===== config.mk =====
export PLATFORM = sky130hd
export DESIGN_NAME = uart_rx
export DESIGN_NICKNAME = d
export VERILOG_FILES = /design/src/rtl/uart_rx_pkg.sv /design/src/rtl/uart_rx_sync_2ff.sv /design/src/rtl/uart_rx.sv
export SDC_FILE = /design/constraint.sdc
export NUM_CORES = 1
export LEC_CHECK = 0
export BUFFER_PORTS_ARGS = -buffer_cell sky130_fd_sc_hd__buf_2
export CAP_MARGIN = 20
export CORE_ASPECT_RATIO = 1.2
export CORE_UTILIZATION = 43
export CTS_CLUSTER_SIZE = 12
export DETAILED_ROUTE_END_ITERATION = 7
export SLEW_MARGIN = 20
export SYNTH_ARGS = -nofsm -noshare
export SYNTH_HDL_FRONTEND = slang
export SYNTH_SLANG_ARGS = --single-unit
export TNS_END_PERCENT = 10

===== constraint.sdc =====
create_clock -name CLK -period 1.4 [get_ports CLK]
set_input_delay 0.21 -clock CLK [delete_from_list [all_inputs] [get_ports CLK]]
set_output_delay 0.21 -clock CLK [all_outputs]
set_load 0.05 [all_outputs]

===== src/rtl/uart_rx_pkg.sv =====
// Shared definitions for the UART receiver: default bit period and FSM state encoding.
// The transmitter uses the same default bit period.
package uart_rx_pkg;

    localparam int unsigned CLKS_PER_BIT_DEFAULT = 434;

    typedef enum logic [2:0] {
        IDLE      = 3'd0,
        START     = 3'd1,
        DATA      = 3'd2,
        STOP      = 3'd3,
        WAIT_HIGH = 3'd4
    } rx_state_t;

endpackage


===== src/rtl/uart_rx_sync_2ff.sv =====
// Two-flop synchronizer for an asynchronous single-bit input.
// Both flops reset to RST_VAL so the output idles at a known level.
module sync_2ff #(
    parameter logic RST_VAL = 1'b1
) (
    input  logic clk,
    input  logic rst,
    input  logic d,
    output logic q
);

    logic meta;

    always_ff @(posedge clk) begin
        if (rst) begin
            meta <= RST_VAL;
            q    <= RST_VAL;
        end else begin
            meta <= d;
            q    <= meta;
        end
    end

endmodule


===== src/rtl/uart_rx.sv =====
// 8N1 UART receiver with mid-bit sampling, valid/ack holding register,
// framing-error and overrun pulses.
module uart_rx
    import uart_rx_pkg::*;
#(
    parameter int unsigned CLKS_PER_BIT = CLKS_PER_BIT_DEFAULT
) (
    input  logic       CLK,
    input  logic       RST,
    input  logic       RX_IN,
    input  logic       ACK,
    output logic [7:0] RX_OUT,
    output logic       VALID,
    output logic       FRAME_ERR,
    output logic       OVERRUN,
    output logic       BUSY
);

    localparam int unsigned CNT_W = $clog2(CLKS_PER_BIT);
    localparam logic [CNT_W-1:0] CNT_LAST = CNT_W'(CLKS_PER_BIT - 1);
    localparam logic [CNT_W-1:0] CNT_HALF = CNT_W'(CLKS_PER_BIT / 2 - 1);

    logic             rx_s;
    rx_state_t        state, state_nxt;
    logic [CNT_W-1:0] cnt, cnt_nxt;
    logic [2:0]       idx, idx_nxt;
    logic [7:0]       shreg, shreg_nxt;
    logic [7:0]       out_nxt;
    logic             valid_nxt;
    logic             ferr_nxt;
    logic             ovr_nxt;

    sync_2ff #(
        .RST_VAL(1'b1)
    ) u_sync (
        .clk(CLK),
        .rst(RST),
        .d  (RX_IN),
        .q  (rx_s)
    );

    always_ff @(posedge CLK) begin
        if (RST) begin
            state     <= IDLE;
            cnt       <= '0;
            idx       <= '0;
            shreg     <= '0;
            RX_OUT    <= '0;
            VALID     <= 1'b0;
            FRAME_ERR <= 1'b0;
            OVERRUN   <= 1'b0;
        end else begin
            state     <= state_nxt;
            cnt       <= cnt_nxt;
            idx       <= idx_nxt;
            shreg     <= shreg_nxt;
            RX_OUT    <= out_nxt;
            VALID     <= valid_nxt;
            FRAME_ERR <= ferr_nxt;
            OVERRUN   <= ovr_nxt;
        end
    end

    always_comb begin
        state_nxt = state;
        cnt_nxt   = cnt;
        idx_nxt   = idx;
        shreg_nxt = shreg;
        out_nxt   = RX_OUT;
        valid_nxt = VALID & ~ACK;
        ferr_nxt  = 1'b0;
        ovr_nxt   = 1'b0;

        case (state)
            IDLE: begin
                if (!rx_s) begin
                    cnt_nxt   = '0;
                    state_nxt = START;
                end
            end

            START: begin
                if (cnt == CNT_HALF) begin
                    if (!rx_s) begin
                        cnt_nxt   = '0;
                        idx_nxt   = '0;
                        state_nxt = DATA;
                    end else begin
                        state_nxt = IDLE;
                    end
                end else begin
                    cnt_nxt = cnt + CNT_W'(1);
                end
            end

            DATA: begin
                if (cnt == CNT_LAST) begin
                    shreg_nxt[idx] = rx_s;
                    cnt_nxt        = '0;
                    if (idx == 3'd7) begin
                        state_nxt = STOP;
                    end else begin
                        idx_nxt = idx + 3'd1;
                    end
                end else begin
                    cnt_nxt = cnt + CNT_W'(1);
                end
            end

            STOP: begin
                if (cnt == CNT_LAST) begin
                    cnt_nxt = '0;
                    if (rx_s) begin
                        // A same-cycle ACK consumes the old byte, so it is not an overrun.
                        out_nxt   = shreg;
                        valid_nxt = 1'b1;
                        ovr_nxt   = VALID & ~ACK;
                        state_nxt = IDLE;
                    end else begin
                        ferr_nxt  = 1'b1;
                        state_nxt = WAIT_HIGH;
                    end
                end else begin
                    cnt_nxt = cnt + CNT_W'(1);
                end
            end

            WAIT_HIGH: begin
                if (rx_s) begin
                    state_nxt = IDLE;
                end
            end

            default: begin
                state_nxt = IDLE;
            end
        endcase
    end

    always_comb begin
        BUSY = (state != IDLE);
    end

endmodule


==> impl_metrics.csv <==
group,metric,value,unit
placed_design,place_congestion,0.8734,
worst_setup_path,arrival,1.81,ns
detailed_routing,final_antenna_net_count,0,
logic_synthesis,synth_ff_type,"dfxtp_1",
detailed_routing,drc,0,
layout,utilization,59.72,%
logic_synthesis,synth_top_cell_by_area,"dfxtp_1",
detailed_routing,drt_iter0_markers,156,
timing,setup_viol,33,
logic_synthesis,syn_nets,220,
floorplanning,rows,25,
placed_design,dp_worst_setup_slack,-0.2652,ns
floorplanning,start_util,46.03,%
detailed_routing,drt-total-wl,4.588,mm
clock_network,clock_latency,0.29,ns
global_route,grt_pass1_vias,1610,
worst_setup_path,start_kind,"flip-flop",
global_route,gr-total-overflow,0,
logic_synthesis,synth-seq-cells,36,
clock_network,cts.sinks,36,
floorplanning,die_width,62.23,um
timing,fin_ws,-0.1920,ns
timing,relSlewSlack,75.76,%
logic_synthesis,synth_area_leaders,"dfxtp_1 39%, mux2i_1 8.6%, nor2_1 4.2%",
worst_setup_path,path_depth,6,
layout,nets,257,
floorplanning,core_area,0.004066,mm2
detailed_routing,drt_pass1_iterations,4,
timing,tightest_slew,0.3631,ns
layout,multi_input_comb_area,0.001169,mm2
logic_synthesis,avgSynthCellArea,8.871,um2
clock_network,path_clk_slew,0.07,ns
timing,fmax,628.1,MHz
placed_design,dpl.hpwl,3.479,mm
detailed_routing,num_vias,1712,
worst_setup_path,slowest_delay,0.46,ns
detailed_routing,viasPerCell,5.650,
power,leakagePower,1.024,nW
outcome,status,"complete, but fails checks",
worst_setup_path,rr_endpoint,"state[0]$_SDFFE_PP0P_",
placed_design,dp_cells,295,
clock_network,cts_buffer_depth,2,
floorplanning,die_height,74.28,um
worst_setup_path,cp_max_fo,3,
layout,stdcell_count,303,
hold_path,hold_path.class,"input pin to flip-flop",
clock_network,cts_tree,"built",
timing,finalCriticalPeriod,1.592,ns
worst_setup_path,crit_family,"simple AND/OR/NAND/NOR gates",
floorplanning,pin_count,16,
timing,setup_tns,-4.071,ns
clock_network,ctsHoldBuffers,0,
outcome,violations,"negative setup slack",
timing,finClkSkew,0.003045,ns
logic_synthesis,synthDistinctLibCells,44,
global_route,grt_max_degree,16,
layout,seq_area,729.5,um2
worst_setup_path,cp_data_required_time,1.62,ns
worst_setup_path,cp-endpoint,"state[0]$_SDFFE_PP0P_",
layout,drive_gt1_share,35.74,%
logic_synthesis,syn_inst,211,
clock_network,htreeDepth,2,
worst_setup_path,r2r_cells,6,
worst_setup_path,cpMaxStageDelayCell,"or4_1",
floorplanning,die_area,0.004622,mm2
layout,fillers,357,
power,vdd_drop_max,0.0009247,V
logic_synthesis,yosysSeqAreaShare,38.50,%
clock_network,cts-root-buf,"clkbuf_8",
layout,antennaDiodeCount,0,
clock_network,cts_buffers,5,
placed_design,port_buffers,15,
logic_synthesis,post-synth-top-count-cell,"dfxtp_1",
detailed_routing,wire_per_inst,15.14,um
timing,fin_crit_sh,113.7,%
global_route,grt_usage,21.25,%
logic_synthesis,ys_async_sr_fraction,0,%
timing,grt_setup_unrepaired,"true",
worst_setup_path,cp-end-kind,"flip-flop",
global_route,grt_pass1_wl,7.445,mm
power,powerDensity,842.1,mW/mm2
global_route,grt_antenna_before_repair,0,
timing,finalMaxSlewViolations,0,
worst_setup_path,cp_num_buf_inv,1,
worst_setup_path,crit_chain,"inv_2, ha_1, and4b_2, a21oi_4, or4_1, a21oi_1",
logic_synthesis,synth_edf_count,0,
logic_synthesis,syn_area,0.001872,mm2
logic_synthesis,ys.warnings.count,0,
logic_synthesis,synthTopCellsByCount,"36 x dfxtp_1, 21 x nor2_1, 16 x mux2i_1",
worst_setup_path,r2r_start,"cnt[1]$_SDFFE_PP0P_",
worst_setup_path,path_class,"flip-flop to flip-flop",
layout,synthToLayoutAreaGrowth,29.75,%
worst_setup_path,crit_start,"cnt[1]$_SDFFE_PP0P_",
run,maxCapViolCount,0,
logic_synthesis,synthDominantCellAreaShare,38.50,%
worst_setup_path,r2r_slack,-0.19,ns
timing,hold_viol_final,0,
[layer usage]
metal,GRT usage (%),wire length [um]
met5,0,0
met4,12.66,142
met3,4.294,193
met2,39.80,2439
met1,22.41,1813
[state kept, by name, summed over array words and instances, names as in the netlist]
signal / cells
OVERRUN: 1
RX_OUT: 8
shreg: 8
u_sync.q: 1
VALID: 1
idx: 3
FRAME_ERR: 1
state: 3
cnt: 9
u_sync.meta: 1
[cells by family (layout without fill, tap and decap cells)]
| logic type | Yosys count | count (layout) | share of synthesized area, % |
|---|---|---|---|
| and+or+nand+nor | 96 | 96 | 29.21 |
| AOI/OAI and AO/OA | 36 | 36 | 15.04 |
| DFF | 36 | 36 | 38.50 |
| buffers and inverters | 22 | 60 | 5.347 |
| muxes | 16 | 16 | 8.556 |
| adders and majority gates | 5 | 5 | 3.342 |
[where the power goes]
part | total, W | leakage, nW | internal [W] | switching (W)
clock | 0.000899 | 0.0541 | 0.000526 | 0.000373
sequential | 0.00104 | 0.294 | 0.00103 | 0.00000578
combinational | 0.000111 | 0.676 | 0.0000472 | 0.0000635
total | 0.00204 | 1.02 | 0.00160 | 0.000442
[what timing repair did]
item / in CTS / in global routing
setup endpoints to repair: 35 / 35
buffers inserted: 0 / 0
pin swaps: 3 / 5
hold endpoints to repair: 0 / 0
gates resized for setup: 8 / 15
[area by class of cell]
class / instances / area share (%)
flip-flops and latches: 36 / 30.04
clock inverters: 3 / 1.752
inverters: 5 / 0.7728
repair buffers: 47 / 13.70
clock buffers: 5 / 2.834
well taps: 54 / 2.782
multi-input cells: 153 / 48.12
[per-stage QoR]
stage,hold slack (ns),power [W],area (um2)
2_1_floorplan,0.3138,0.001121,1902
3_3_place_gp,0.3950,0.001159,2210
3_5_place_dp,0.4100,0.001160,2210
4_1_cts,0.1086,0.002065,2360
5_1_grt,0.1070,0.002112,2429
6_report,0.1067,0.002045,2429
[layout by cell type (no fill, tap or decap), types with 2 or more instances in the layout]
| cell type | n |
|---|---|
| nand4_1 | 11 |
| buf_2 | 14 |
| nor3_1 | 5 |
| inv_1 | 3 |
| o2bb2ai_1 | 2 |
| nand3_2 | 2 |
| dfxtp_2 | 7 |
| a21oi_1 | 6 |
| ha_1 | 4 |
| inv_2 | 2 |
| or2_2 | 2 |
| nor4b_2 | 2 |
| nor3b_1 | 3 |
| nand3_1 | 8 |
| and4bb_2 | 3 |
| buf_6 | 4 |
| o21a_1 | 4 |
| nor2b_1 | 5 |
| a211oi_1 | 2 |
| nand2b_1 | 2 |
| clkbuf_8 | 5 |
| and2_1 | 2 |
| nand2_1 | 13 |
| o221ai_1 | 6 |
| o21ai_0 | 6 |
| dfxtp_1 | 29 |
| mux2i_1 | 16 |
| nor4_1 | 2 |
| buf_4 | 29 |
| and3_1 | 2 |
| nor2_1 | 20 |
[worst min path at each step]
stage | cells past startpoint | slack (ns) | start | to
2_1_floorplan | 1 | 0.31 | RX_IN | u_sync.meta$_SDFF_PP1_
3_3_place_gp | 2 | 0.40 | RX_IN | u_sync.meta$_SDFF_PP1_
3_5_place_dp | 2 | 0.41 | RX_IN | u_sync.meta$_SDFF_PP1_
4_1_cts | 2 | 0.11 | RX_IN | u_sync.meta$_SDFF_PP1_
5_1_grt | 2 | 0.11 | RX_IN | u_sync.meta$_SDFF_PP1_
6_report | 2 | 0.11 | RX_IN | u_sync.meta$_SDFF_PP1_
Power figures use the tool's default switching activity.
